### src/rtl/cam_match_iterator_if.sv
// ---------------------------------------------------------------------------
// Module   : cam_match_iterator_if
// Purpose  : Match-vector input handshake and row-index output handshake
//            between the CAM match decoder, the iterator and the readout logic.
// Config   : MATCH_COUNT_EN adds the match_count signal.
// Revision : 1.0 - initial release
// ---------------------------------------------------------------------------
`default_nettype none

interface cam_match_iterator_if #(
  parameter int CAM_DEPTH  = 8,
  parameter int ADDR_WIDTH = 3
);
  logic                  in_valid;
  logic                  in_ready;
  logic [CAM_DEPTH-1:0]  match_vec;
  logic                  out_valid;
  logic                  out_ready;
  logic [ADDR_WIDTH-1:0] out_addr;
  logic                  out_hit;
  logic                  out_last;
`ifdef MATCH_COUNT_EN
  logic [ADDR_WIDTH:0]   match_count;
`endif

  // Producer of match vectors and consumer of row indices
  modport master (
    output in_valid, match_vec, out_ready,
    input  in_ready, out_valid, out_addr, out_hit, out_last
`ifdef MATCH_COUNT_EN
    , input match_count
`endif
  );

  // The iterator itself
  modport slave (
    input  in_valid, match_vec, out_ready,
    output in_ready, out_valid, out_addr, out_hit, out_last
`ifdef MATCH_COUNT_EN
    , output match_count
`endif
  );
endinterface

`default_nettype wire

### src/rtl/cam_match_iterator.sv
// ---------------------------------------------------------------------------
// Module   : cam_match_iterator
// Purpose  : Walks a multi-hot CAM match vector and emits each matching row
//            index, lowest first, one beat per handshake, last beat flagged.
//            An all-zero vector yields a single miss beat.
// Config   : MATCH_COUNT_EN - registered popcount of the accepted vector.
// Revision : 1.0 - initial release
// ---------------------------------------------------------------------------
`default_nettype none

module cam_match_iterator #(
  parameter int CAM_DEPTH  = 8,
  parameter int ADDR_WIDTH = 3
) (
  input  wire                    clk,
  input  wire                    rst,   // asynchronous, active-low
  cam_match_iterator_if.slave    bus
);

  localparam logic [0:0] S_IDLE = 1'b0;
  localparam logic [0:0] S_SCAN = 1'b1;

  logic [0:0]            r_state;
  logic [0:0]            w_state_nxt;
  logic [CAM_DEPTH-1:0]  r_pending;
  logic                  r_miss;

  logic                  w_scan;
  logic [CAM_DEPTH-1:0]  w_rest;      // pending with its lowest set bit removed
  logic [ADDR_WIDTH-1:0] w_low_idx;
  logic                  w_beat;
  logic                  w_done;
  logic                  w_in_ready;
  logic                  w_accept;

  assign w_scan     = (r_state == S_SCAN);
  assign w_rest     = r_pending & (r_pending - CAM_DEPTH'(1));
  assign w_beat     = w_scan & bus.out_ready;
  assign w_done     = w_beat & (w_rest == '0);
  assign w_in_ready = ~w_scan | w_done;
  assign w_accept   = bus.in_valid & w_in_ready;

  // Priority encode the lowest pending row (scan downward so the lowest wins)
  always_comb begin
    w_low_idx = '0;
    for (int i = CAM_DEPTH - 1; i >= 0; i--) begin
      if (r_pending[i]) w_low_idx = i[ADDR_WIDTH-1:0];
    end
  end

  // State register
  always_ff @(posedge clk or negedge rst) begin
    if (!rst) r_state <= S_IDLE;
    else      r_state <= w_state_nxt;
  end

  // Next state: a same-cycle accept on the last beat keeps us scanning
  always_comb begin
    w_state_nxt = r_state;
    if (w_accept)    w_state_nxt = S_SCAN;
    else if (w_done) w_state_nxt = S_IDLE;
  end

  // Pending row set and miss flag: load on accept, drop the emitted row per beat
  always_ff @(posedge clk or negedge rst) begin
    if (!rst) begin
      r_pending <= '0;
      r_miss    <= 1'b0;
    end else if (w_accept) begin
      r_pending <= bus.match_vec;
      r_miss    <= (bus.match_vec == '0);
    end else if (w_beat) begin
      r_pending <= w_rest;
    end
  end

  // Outputs decode from registers only; all beat fields read 0 while idle.
  // A non-miss vector never leaves pending empty while scanning, so the
  // registered miss flag is equivalent to ~|pending here.
  always_comb begin
    bus.out_valid = w_scan;
    bus.out_addr  = w_scan ? w_low_idx : '0;
    bus.out_hit   = w_scan & ~r_miss;
    bus.out_last  = w_scan & (w_rest == '0);
    bus.in_ready  = w_in_ready;
  end

`ifdef MATCH_COUNT_EN
  logic [ADDR_WIDTH:0] w_pop;
  logic [ADDR_WIDTH:0] r_count;

  // Popcount of the incoming vector
  always_comb begin
    w_pop = '0;
    for (int i = 0; i < CAM_DEPTH; i++) begin
      w_pop = w_pop + {{ADDR_WIDTH{1'b0}}, bus.match_vec[i]};
    end
  end

  // Count register: held for every beat of a vector, cleared when going idle
  always_ff @(posedge clk or negedge rst) begin
    if (!rst)          r_count <= '0;
    else if (w_accept) r_count <= w_pop;
    else if (w_done)   r_count <= '0;
  end

  assign bus.match_count = r_count;
`endif

endmodule

`default_nettype wire
### src/flat_wrapper.sv
// flat-port wrapper written by rule: the top's interface ports become plain ports
module cam_match_iterator_flat 
#(
  parameter int CAM_DEPTH  = 8,
  parameter int ADDR_WIDTH = 3
)
  (clk, rst, bus_in_valid, bus_match_vec, bus_out_ready, bus_in_ready, bus_out_valid, bus_out_addr, bus_out_hit, bus_out_last);
  cam_match_iterator_if #(.CAM_DEPTH(CAM_DEPTH), .ADDR_WIDTH(ADDR_WIDTH)) bus_i ();
  input  wire clk;
  input  wire rst;
  input wire logic [$bits(bus_i.in_valid)-1:0] bus_in_valid;
  input wire logic [$bits(bus_i.match_vec)-1:0] bus_match_vec;
  input wire logic [$bits(bus_i.out_ready)-1:0] bus_out_ready;
  output wire logic [$bits(bus_i.in_ready)-1:0] bus_in_ready;
  output wire logic [$bits(bus_i.out_valid)-1:0] bus_out_valid;
  output wire logic [$bits(bus_i.out_addr)-1:0] bus_out_addr;
  output wire logic [$bits(bus_i.out_hit)-1:0] bus_out_hit;
  output wire logic [$bits(bus_i.out_last)-1:0] bus_out_last;
  assign bus_i.in_valid = bus_in_valid;
  assign bus_i.match_vec = bus_match_vec;
  assign bus_i.out_ready = bus_out_ready;
  assign bus_in_ready = bus_i.in_ready;
  assign bus_out_valid = bus_i.out_valid;
  assign bus_out_addr = bus_i.out_addr;
  assign bus_out_hit = bus_i.out_hit;
  assign bus_out_last = bus_i.out_last;
  cam_match_iterator #(.CAM_DEPTH(CAM_DEPTH), .ADDR_WIDTH(ADDR_WIDTH)) u_core (.clk(clk), .rst(rst), .bus(bus_i));
endmodule
### config.mk
export PLATFORM = sky130hd
export DESIGN_NAME = cam_match_iterator_flat
export DESIGN_NICKNAME = d
export VERILOG_FILES = /design/src/rtl/cam_match_iterator_if.sv /design/src/rtl/cam_match_iterator.sv /design/src/flat_wrapper.sv
export SDC_FILE = /design/constraint.sdc
export NUM_CORES = 1
export LEC_CHECK = 0
export ABC_AREA = 0
export CAP_MARGIN = 5
export CELL_PAD_IN_SITES_DETAIL_PLACEMENT = 1
export CELL_PAD_IN_SITES_GLOBAL_PLACEMENT = 1
export CORE_ASPECT_RATIO = 1.75
export CORE_MARGIN = 5
export CORE_UTILIZATION = 30
export DETAILED_ROUTE_END_ITERATION = 10
export PLACE_DENSITY = 0.68
export SYNTH_ARGS = -nofsm -noshare
export SYNTH_HDL_FRONTEND = slang
export SYNTH_SLANG_ARGS = --single-unit
### constraint.sdc
create_clock -name clk -period 2.6 [get_ports clk]
set_clock_uncertainty 0.2 [all_clocks]
set_input_delay 0.39 -clock clk [delete_from_list [all_inputs] [get_ports clk]]
set_output_delay 0.39 -clock clk [all_outputs]
set_load 0.02 [all_outputs]
Word-level counts from Yosys, hierarchy flattened
Index checks and enable logic that the tools add are counted.

Add/sub/neg operators: 1. Multiplexer cells: 13. Bitwise operators: 9. Reduce and logical (&&, ||, !) cells: 4.

Operators with widths (count): 2-to-1 mux 3 bit (9); zero test 8 bit (2); 2-to-1 mux 8 bit (2); bitwise AND 8 bit (1); subtractor 8 x 1 -> 8 bit (second input constant) (1); bitwise AND 1 bit (5); nonzero test 2 bit (2); 2-to-1 mux 1 bit (2); inverter 1 bit (2); bitwise OR 1 bit (1).

Bits in registers: 10. Input port bits: 12. Output and inout bits: 7. Logic and storage cells: 30.

Depth between registers and ports, before layout
Gate-level depths: netlist of run 1.

Depth after elaboration: 9. Gate-level depth with buffers: 6. Gate-level depth less buffers: 4.

Worst setup path before layout of run 1
No wires, ideal clock.

Path type: register -> output. Start point: register u_core.r_pending[1]. End point: output port bus_in_ready. Data arrival time: 1.824 ns. Data required time: 2.010 ns. Path slack: 0.186 ns. Stages on the path, launching flop included: 6. Cell sequence: dfrtp_1 > buf_6 > or4_4 > a2111o_1 > and2_1 > o21ai_1.

Longest elaborated chain between the ends: 5.

Ends and longest elaborated chain: start: declaration (RTL line cam_match_iterator.sv:25) `logic [CAM_DEPTH-1:0] r_pending;`; start signal: assignment (RTL line cam_match_iterator.sv:70) `r_pending <= bus.match_vec;`; start signal: assignment (RTL line cam_match_iterator.sv:73) `r_pending <= w_rest;`; subtractor 8 x 1 -> 8 bit (RTL line cam_match_iterator.sv:37) `assign w_rest = r_pending & (r_pending - CAM_DEPTH'(1));`; bitwise AND 8 bit (*) (RTL line cam_match_iterator.sv:37); zero test 8 bit (*) (RTL line cam_match_iterator.sv:39) `assign w_done = w_beat & (w_rest == '0);`; bitwise AND 1 bit (*) (RTL line cam_match_iterator.sv:39); bitwise OR 1 bit (*) (RTL line cam_match_iterator.sv:40) `assign w_in_ready = ~w_scan | w_done;`; end: declaration (RTL line flat_wrapper.sv:14) `output wire logic [$bits(bus_i.in_ready)-1:0] bus_in_ready;`.

Every way passes the cells marked *; elsewhere a longest branch is shown, timed or not.

Final worst setup path of run 1
Start point: register u_core.r_pending[3]. End point: output port bus_in_ready.

The elaborated chain is that of the path after synthesis.

==> results of run 1 <==
worst register-to-register path, stage by stage, from the launching register on:
cell	delay (ps)
dfrtp_1	370
or4_4	530
o21a_1	210
o31ai_2	390
buf_4	260
mux2i_1	220
cells in the final DEF (no fill, tap or decap), types with 2 or more instances in the layout:
cell / n
nand2b_1: 3
nor2_1: 4
nand2_1: 5
o21ai_0: 6
o21bai_1: 2
a21oi_1: 4
o21ai_1: 2
dfrtp_1: 10
buf_4: 9
inv_1: 13
nor3_1: 2
nor4_1: 2
clkdlybuf4s50_1: 15
mux2i_1: 8
clkbuf_8: 4
a211oi_1: 3
area by class of cell:
type                            count  share of cell area
Multi-Input combinational cell     57               0.391
Sequential cell                    10               0.246
Timing Repair Buffer               26               0.231
Clock buffer                        4              0.0541
Inverter                           13              0.0479
Tap cell                           25              0.0307
Yosys cell counts:
cell type and count:
inv_1 13, o211a_1 1, or4_4 1, nand2_1 5
nor2_1 4, a211oi_1 3, a2111o_1 1, buf_6 2
o21bai_1 2, a41oi_1 1, buf_4 1, clkbuf_8 1
dfrtp_1 10, o21ai_0 6, and2_1 1, nor2b_1 1
a22oi_1 1, o21ai_1 2, mux2i_1 8, maj3_1 1
nor4_1 3, a22o_1 1, a21oi_1 4, nor3_1 2
o31ai_2 1, nand2b_1 3, o21a_1 1, o41ai_1 1
or3_1 1, and4bb_2 1, nand3_1 1
sequential cells by signal (all words and copies together), names as in the netlist:
name,flops
u_core.bus.out_valid,1
u_core.r_pending,8
u_core.r_miss,1
cell families (layout without fill, tap and decap cells):
kind of cell               count (synthesis)  in the layout  synth area share
AOI/OAI and AO/OA                         25             25             0.235
DFF                                       10             10             0.341
and+or+nand+nor                           23             23             0.175
buffers and inverters                     17             43             0.126
adders and majority gates                  1              1            0.0136
muxes                                      8              8             0.109
power by group through the flow:
stage	clock network [W]	logic [W]	registers (W)
6_report	0.000195	0.000849	0.000301
3_3_place_gp	0	0.000873	0.000303
4_1_cts	0.000202	0.000861	0.000302
5_1_grt	0.000213	0.000935	0.000316
2_1_floorplan	0	0.000568	0.000290
3_5_place_dp	0	0.000881	0.000305
layer usage:
metal  share of wire  GRT usage
met1            0.35      0.142
met2            0.60      0.257
met3           0.023     0.0142
met4           0.028     0.0831
met5               0          0
how the worst max path moves through the flow:
stage / from / endpoint / slack [ps] / cells past startpoint
global placement: u_core.r_pending[3] / bus_in_ready / -140 / 5
finish: u_core.r_pending[3] / bus_in_ready / 120 / 5
floorplan: u_core.r_pending[1] / bus_in_ready / 190 / 5
global route: u_core.r_pending[3] / bus_out_last / 30 / 5
detailed placement: u_core.r_pending[3] / bus_in_ready / -170 / 5
CTS: u_core.r_pending[3] / bus_out_addr[2] / 2 / 5
repair_timing:
item | 4_1_cts | 5_1_grt
buffers inserted | 0 | 0
endpoints found under the setup margin | 3 | 3
gates resized for setup | 9 | 2
pin swaps | 0 | 1
hold buffers | 0 | 0
stage by stage:
stage	cell area, sq um	worst slack [ps]
finish	1020	115
global route	1020	34.2
CTS	1010	2.32
detailed placement	962	-165
global placement	962	-139
floorplan	734	186
==> results by stage, run 1 <==
Power:
- The peak supply drop is 0.574 mV.
- The static leakage is 0.467 nW.
- The reported net switching power is 0.000582 W.
- The share of total power dissipated in sequential elements is 0.224.
- The portion of total power attributed to the clock network is 0.145.
- The combinational group share of total power is 0.631.
- Cell internal power was estimated by the tool at 0.000763 W.
- In this run the power density over the cells is 1320 nW/um^2.
- After layout, the design draws a total of 0.00135 W.
- The switching power as a share of total power is 0.433.

STA:
- For the final routed database, the setup TNS stands at 0 ps.
- The max-slew violation count is 0.
- The clock period minus worst slack is 2480 ps.
- Setup repair after global routing left no endpoint under its margin.
- The worst hold slack across all endpoints is 262 ps.
- Measured against its own limit, the worst slew margin works out to 0.704.
- The achievable frequency is 0.402 GHz.
- The number of failing hold endpoints at the final stage is 0.
- Setup violations remaining at the end of the flow were counted as 0.
- The post-route clock period utilization is 0.956.
- For the pin with the worst max-slew slack, the measured transition is 442 ps.

Yosys:
- After technology mapping, the gate count stands at 84.
- The portion of synthesized cell area occupied by the leading cell type is 0.341.
- Synthesis produced a netlist with a net count of 96.
- After synthesis, the cell types taking the most area are dfrtp_1 34%, mux2i_1 11%, inv_1 6.6%.
- The share of the Yosys chip area taken by registers is 0.341.
- The flip-flop and latch count after synthesis is 10.
- The average instance area after synthesis is 8.74 sq um.
- The cell taking the most area after synthesis is dfrtp_1.
- The number of warnings reported in the yosys synthesis log is 0.
- The synthesized netlist contains 31 unique library cells.
- The post-synthesis instance area is 734 sq um.

Clock network:
- The longest clock path from root to sink contains 2 buffers.
- The CTS clock-pin slew for the worst setup and hold paths is 50 ps.
- The clock latency of the later-clocked register in the worst-skew pair is 240 ps.
- The root buffer cell is clkbuf_8.
- The clock tree from TritonCTS is yes.
- The total CTS buffers is 3.
- The clock net in this run drives a total of 10 sinks.
- The deepest level of the CTS H-tree is 1.

Die:
- The core region area is 2330 sq um.
- The initial utilization of the core area, before any placement, comes to 0.315.
- The area of the die is 3580 sq um.
- The x dimension of the die is 47.4 microns.
- The floorplan has 23 rows.
- In this run the vertical extent of the chip is 75.5 microns.
- 19 I/O pins were placed.

Cells and area:
- The register area is 250 sq um.
- Counting the fill cells in the layout gives 289.
- Measured on the finished design, the core utilization comes to 0.437.
- The final cell count without fillers is 135.
- The antenna diode instance count is 0.
- After the last flow step, the layout net total stands at 123.
- Of the cells placed in the final design, the portion with a size suffix greater than 1 is 0.164.
- The multi-input combinational cells in the finished layout cover a total of 398 sq um.
- Compared with the post-synthesis result, the final layout area differs by 38.7%.

Setup path:
- The buffer and inverter count on the worst path is 1.
- The launch instance of the worst register-to-register path is u_core.r_pending[3].
- The critical path goes through or4_4 -> a2111o_1 -> and2_1 -> o21ai_1 -> buf_4.
- The critical path in this run is classified as reg -> out.
- The slack of the worst reg-to-reg path is 340 ps.
- The largest single stage delay on the critical path is 530 ps.
- STA classifies the critical path startpoint as a flip-flop.
- Measured in cells, the most critical reg-to-reg path has a length of 5.
- For this design, the slowest cell found on the critical path is or4_4.
- The worst path required time is 2010 ps.
- The signal arrival time at the worst endpoint is 1890 ps.
- The capture instance of the worst register-to-register path is u_core.r_pending[3].
- The largest driver fanout on the critical path is 2.
- The cell type group with the largest total delay on the critical path is simple AND/OR/NAND/NOR gates.
- The type of element capturing the critical path is an output pin.

Placement:
- Summed over all nets, the half-perimeter wirelength after detailed placement is 1710 microns.
- The post-placement cell count is 131.
- The number of buffers inserted by port buffering is 18.
- The congestion estimate from routability-driven global placement came to 0.748.

Global route:
- The total overflow left after global routing is 0.
- The first global-routing pass estimated 3530 microns of wire.
- The all-layer global routing usage is 0.140.
- The via count of the first global-routing pass is 778.
- The number of antenna violations at the first check in global routing came to 0.
- The largest net degree at the start of global routing is 11.

Drt:
- Wires add up to 1960 microns.
- The detailed-route wire length per cell is 14.5 microns.
- The number of DRC violations after detailed routing is 0.
- The remaining number of nets flagged by the antenna check after routing is 0.
- The first detailed-routing pass ran for 4 iterations.
- The total via count in the routed design is 711.
- The detailed router finished its first iteration with 10 violations.
- Dividing the detail-routed via count by the number of cells gives 5.27.

Worst hold path:
- The min-delay analysis places its worst path in the category in -> async.

Flow run:
- The number of max-capacitance violations reported is 0.

Status:
- The run finished with clean final reports.
No activity file was read; power rests on OpenSTA's default activity.
==> inputs of run 2 (changes only) <==
- RECOVER_POWER: unset -> 25
==> run 2 against run 1 <==
Against the previous run:
- global-route usage did not move
- critical path depth did not move
- wire length did not move
- final area did not move
- via count did not move
- critical path type unchanged
- critical endpoint unchanged
==> results by stage, run 2 (same netlist as run 1, synthesis figures left out) <==
Clock network:
- The clock latency of the later-clocked register in the worst-skew pair is 240 ps.
- The deepest level of the CTS H-tree is 1.
- The number of setup buffers added after CTS is 0.
- After clock tree synthesis, the flow added hold-fix buffers numbering 0.
- Counting along the longest clock path gives a buffer depth of 2.
- Counting the buffers created by CTS gives 3.
- The clock tree from TritonCTS is yes.
- Clock-pin slew was measured on the worst setup and hold paths at 50 ps.
- Clock tree synthesis selected as its root buffer the cell clkbuf_8.
- The tree built by TritonCTS fans out to 10 sinks.

Setup path:
- Of all nets on the critical path, the largest fanout is 2.
- The critical path crosses 5 cells after its start point.
- The type of the worst setup path is reg -> out.
- In this design, the largest share of critical-path delay is due to simple AND/OR/NAND/NOR gates.
- For this design, the slowest cell found on the critical path is or4_4.
- The critical path goes through or4_4 -> a2111o_1 -> and2_1 -> o21ai_1 -> buf_4.
- At the worst endpoint, the required time is 2010 ps.
- The largest stage delay on the critical path is 530 ps.
- The kind of start point of the critical path is a flip-flop.
- The number of buffers and inverters on the critical path is 1.
- The worst register-to-register path has a depth of 5.
- The most critical setup path has its startpoint at u_core.r_pending[3].
- The type of element capturing the critical path is an output pin.
- The startpoint identified for the worst register-to-register timing path is u_core.r_pending[3].
- STA puts the critical path data arrival time at 1890 ps.
- The slack of the worst reg-to-reg path is 340 ps.

STA:
- Dividing the final minimum period by the clock period gives 0.956.
- Across all setup checks in the final design, the least slack found is 115 ps.
- The number of failing hold endpoints at the final stage is 0.
- Based on the critical path, the design can be clocked at up to 0.402 GHz.
- The max-slew violation count is 0.
- The relative slew slack is 0.701.
- The clock period minus worst slack is 2480 ps.
- Setup violations remaining at the end of the flow were counted as 0.
- Setup repair after global routing left no endpoint under its margin.
- The transition time of the tightest slew-check pin is 447 ps.

Drt:
- The total via count in the routed design is 711.
- The first routing iteration left 10 violations.
- The number of DRC violations after detailed routing is 0.
- The total iterations of the first detailed-routing run is 4.
- Dividing the detail-routed wire length by the instance count gives 14.5 microns.
- After detailed routing, the total wire length is 1960 microns.
- Once detail routing completed, the nets flagged for antenna violations numbered 0.
- The via-per-instance ratio is 5.27.

Power:
- The internal cell power is 0.000763 W.
- The combinational group share of total power is 0.631.
- The portion of total power attributed to the clock network is 0.145.
- The ratio of total power to cell area is 1320 nW/um^2.
- The switching power as a share of total power is 0.433.
- The static leakage is 0.467 nW.
- IR analysis of the VDD net gives a maximum drop of 0.574 mV.
- The portion of total power attributed to sequential cells is 0.224.
- In this run the power spent charging and discharging nets is 0.000582 W.

Placement:
- In this run the tool buffered the top-level ports with 18 buffer cells.
- The routability congestion estimate from global placement is 0.748.
- The pre-CTS setup slack is -165 ps.
- The half-perimeter wire length of the detailed placement result is 1710 microns.
- The post-placement cell count is 131.

Cells and area:
- For this run, the number of standard cells in the final layout without fillers is 135.
- After the last flow step, the layout net total stands at 123.
- The antenna diode instance count is 0.
- From synthesis to final layout, the design area changed by 38.7%.
- The register area is 250 sq um.
- The number of flip-flops under the largest register name is 8.
- The largest register by flop count is u_core.r_pending.
- In the final layout, the multi-input gates occupy 398 sq um.
- After filler insertion, the fill cell instance count of the layout stands at 289.
- The share of cells above drive strength 1 is 0.164.
- The library cell used most frequently in the layout, excluding fill and tap cells, is clkdlybuf4s50_1.
- In the layout the commonest cells are 14 x clkdlybuf4s50_1, 13 x inv_1, 10 x dfrtp_1.

Global route:
- For this run, the total global-route usage over all layers was measured as 0.140.
- Entering global routing, the biggest net connects 11 pins.
- The via count of the first global-routing pass is 778.
- The number of antenna violations at the first check in global routing is 0.
- The first-pass GRT wire length is 3530 microns.
- After global routing the overflow that remains totals 0.

Flow run:
- Across the run, the number of max-cap violations was 0.

Die:
- The die covers 3580 sq um.
- The chip height is 75.5 microns.
- In this run the core area contains 23 standard-cell rows.
- The x dimension of the die is 47.4 microns.
- The core region area is 2330 sq um.
- The starting utilization of the core area is 0.315.
- During I/O placement, the number of pins put on the boundary was 19.

Status:
- The flow ran to the end, and the final reports show no timing, DRC or antenna violations.

Worst hold path:
- The startpoint of the most critical hold path is u_core.r_miss.
- The number of cells on the worst hold path is 2.
- The class of the tightest hold or removal check is reg -> reg.
[run 2: metal layers]
layer,track usage,vias up,share of wire
li1,-,354,-
met5,0,-,0
met4,0.0831,0,0.028
met2,0.257,9,0.60
met1,0.142,342,0.35
met3,0.0142,6,0.023
[run 2: through the flow]
step	util	setup TNS (ps)	area (sq um)	power [W]	hold slack, ps
floorplan	-	0	734	0.000859	-106
global placement	0.413	-243	962	0.00118	310
detailed placement	0.413	-300	962	0.00119	325
CTS	0.435	0	1010	0.00136	275
global route	0.437	0	1020	0.00146	365
finish	0.437	0	1020	0.00135	324
[run 2: area by class of cell]
| class | count | share of cell area |
|---|---|---|
| flip-flops and latches | 10 | 0.246 |
| well taps | 25 | 0.0307 |
| repair buffers | 26 | 0.231 |
| multi-input cells | 57 | 0.391 |
| clock buffers | 4 | 0.0541 |
| inverters | 13 | 0.0479 |
[run 2: worst paths after layout]
kind | endpoint
hold / removal | u_core.r_miss
min in group asynchronous | u_core.r_pending[5]
setup / recovery | bus_in_ready
max in group asynchronous | u_core.bus.out_valid
setup reg to reg | u_core.r_pending[3]
hold reg to reg | u_core.r_miss
[run 2: power groups by stage]
| stage | sequential (W) | clock, W | combinational, W |
|---|---|---|---|
| after CTS | 0.000302 | 0.000202 | 0.000861 |
| final | 0.000301 | 0.000195 | 0.000849 |
| after global placement | 0.000303 | 0 | 0.000873 |
| after floorplan | 0.000290 | 0 | 0.000568 |
| after detailed placement | 0.000305 | 0 | 0.000881 |
| after global routing | 0.000316 | 0.000213 | 0.000935 |
[run 2: timing repair]
action	CTS	global route
gates resized for setup	9	2
pin swaps	0	1
setup endpoints to repair	3	3
[run 2: worst reg2reg max path, delay by kind of cell (launching register included)]
kind	cells	cell delay, ps
AO/OA/AOI/OAI	2	600
AND/OR/NAND/NOR	1	530
flip-flops	1	370
buffers and inverters	1	260
multiplexers	1	220
==> inputs of run 3 (changes only) <==
- CORE_ASPECT_RATIO: 1.75 -> unset
- CORE_UTILIZATION: 30 -> 34
- PLACE_DENSITY: 0.68 -> 0.76
==> run 3 against run 2 <==
Against the previous run:
- register-to-register slack better by 120 ps
- non-clock buffer count down 1
- critical path type unchanged
- global-route usage up 1.6 points
==> results by stage, run 3 (same netlist as run 1, synthesis figures left out) <==
Global route:
- The total overflow left after global routing is 0.
- The first global-routing pass estimated 3860 microns of wire.
- Entering global routing, the biggest net connects 11 pins.
- The number of antenna violations at the first check in global routing came to 0.
- The all-layer global routing usage is 0.155.
- The via count of the first global-routing pass came to 794.

Clock network:
- In this run the number of H-tree levels came out at 1.
- The number of setup buffers added after CTS is 0.
- The longest clock path from root to sink contains 2 buffers.
- The clock tree from TritonCTS is yes.
- The CTS clock-pin slew for the worst setup and hold paths is 80 ps.
- The count of hold buffers inserted by post-cts repair is 0.
- The clock sink count is 10.
- Clock tree synthesis selected as its root buffer the cell clkbuf_4.
- The clock latency of the later-clocked register in the worst-skew pair is 270 ps.
- Buffers inserted during clock tree synthesis total 3.

STA:
- Derived from the worst setup path, the maximum achievable clock frequency is 0.394 GHz.
- The relative slew slack is 0.665.
- The max-slew violation count came to 0.
- The total negative slack is 0 ps.
- Setup violations remaining at the end of the flow were counted as 0.
- Setup repair after global routing could not meet its margin everywhere.
- At the pin with the least slew margin, the transition time is 500 ps.
- The number of failing hold endpoints at the final stage is 0.
- Dividing the final minimum period by the clock period gives 0.975.
- The clock period could shrink to 2540 ps.

Setup path:
- On the critical path, the stage with the largest delay is an instance of or4_4.
- The worst path required time is 2010 ps.
- The type of element capturing the critical path is an output pin.
- Broken down by cell family, the worst path's largest delay share belongs to simple AND/OR/NAND/NOR gates.
- On the worst path, the slowest cell contributes a delay of 540 ps.
- Together, buffers and inverters on the worst path number 1.
- The worst register-to-register path has a depth of 5.
- The signal arrival time at the worst endpoint is 1950 ps.
- STA classifies the critical path startpoint as a flip-flop.
- The largest driver fanout on the critical path is 2.
- The logic depth of the worst path, buffers included is 5.
- The critical path goes through or4_4 -> a2111o_1 -> and2_4 -> o21ai_2 -> buf_6.
- The type of the worst setup path is reg -> out.

Worst hold path:
- The class of the tightest hold or removal check is in -> async.

Cells and area:
- The largest register by flop count is u_core.r_pending.
- The top cell types in the final layout, fill and taps aside, are 13 x inv_1, 12 x clkdlybuf4s50_1, 10 x dfrtp_1.
- The layout has 250 filler cells.
- The register with the most flip-flops in the layout has 8 of them.
- The number of nets in the finished design is 122.
- The area added between synthesis and finish is 37.3%.
- The share of cells above drive strength 1 is 0.174.
- The antenna diode instance count is 0.
- The final cell area excluding filler cells is 1010 sq um.
- The most frequent standard cell in the layout excluding fill and tap cells is inv_1.

Placement:
- The number of buffers inserted by port buffering is 18.
- The congestion estimate from routability-driven global placement came to 0.819.
- After detailed placement, the total cell area comes to 957 sq um.
- The half-perimeter wire length of the detailed placement result is 1750 microns.

Drt:
- The remaining number of nets flagged by the antenna check after routing is 0.
- The pre-antenna-repair detailed-routing pass consisted of 4 iterations.
- The count of routing violations after the opening detailed-route iteration is 15.
- In the routed design, unresolved DRC markers number 0.
- The wire length after detailed routing is 2220 microns.
- The total via count in the routed design is 718.
- Using the TritonRoute via totals, the vias-per-cell ratio works out to 5.28.
- The detailed-route wire length per cell is 16.3 microns.

Die:
- The area of the die is 3190 sq um.
- The initial utilization of the core area, before any placement, comes to 0.367.
- The floorplan step defined a core boundary enclosing 2000 sq um.
- The die is 56.5 microns wide.
- The number of top-level pins is 19.
- Row generation in the floorplan step produced 16 rows.
- In this run the vertical extent of the chip is 56.5 microns.

Status:
- The flow ran to the end, and the final reports show no timing, DRC or antenna violations.

Power:
- The static leakage is 0.474 nW.
- For this design the ratio of total power to cell area is 1340 nW/um^2.
- The peak supply drop is 0.693 mV.

Flow run:
- The number of max-capacitance violations reported is 0.
==> run 3: per-stage QoR <==
| stage | setup WS, ps | power [W] | util | hold WS, ps | std cells |
|---|---|---|---|---|---|
| global placement | -126 | 0.00116 | 0.478 | 313 | 132 |
| detailed placement | -195 | 0.00120 | 0.478 | 338 | 132 |
| floorplan | 186 | 0.000859 | - | -106 | 84 |
| CTS | 21.3 | 0.00133 | 0.495 | 272 | 136 |
| finish | 64.5 | 0.00135 | 0.504 | 317 | 136 |
| global route | -5.33 | 0.00146 | 0.504 | 351 | 136 |
==> run 3: layout make-up <==
cell class / instances / area [sq um] / share of cell area
clock buffers: 4 / 36.3 / 0.0360
inverters: 13 / 48.8 / 0.0484
multi-input cells: 57 / 404 / 0.401
flip-flops and latches: 10 / 250 / 0.248
well taps: 27 / 33.8 / 0.0335
repair buffers: 25 / 235 / 0.233
==> run 3: worst reg2reg max path: stages, from the launching register on <==
cell     delay [ps]
dfrtp_1         380
or4_4           540
o21a_1          210
o31ai_2         250
buf_4           240
mux2i_1         240
==> run 3: timing repair <==
action,CTS,global route
resized for setup,11,6
setup endpoints to repair,3,4
pin swaps,1,1
==> run 3: final timing paths <==
path	from	end	slack [ps]
max in group asynchronous	rst	u_core.r_pending[2]	1540
worst min register to register	u_core.r_miss	u_core.r_miss	340
worst max-delay path	u_core.r_pending[3]	bus_in_ready	60
min in group clk	u_core.r_miss	u_core.r_miss	340
worst max register to register	u_core.r_pending[3]	u_core.r_pending[3]	460
worst min-delay path	rst	u_core.r_pending[5]	320
==> run 3: where the power goes <==
group / internal, W / total, W / switching, W
Sequential: 0.000215 / 0.000310 / 0.0000955
Combinational: 0.000428 / 0.000890 / 0.000462
Clock: 0.0000851 / 0.000147 / 0.0000616
==> run 3: routing by layer <==
layer	GRT usage	vias up	part of all wire
met5	0	-	0
met4	0.0576	0	0.010
met3	0.0413	4	0.033
met2	0.259	18	0.52
met1	0.189	348	0.44
li1	-	348	-
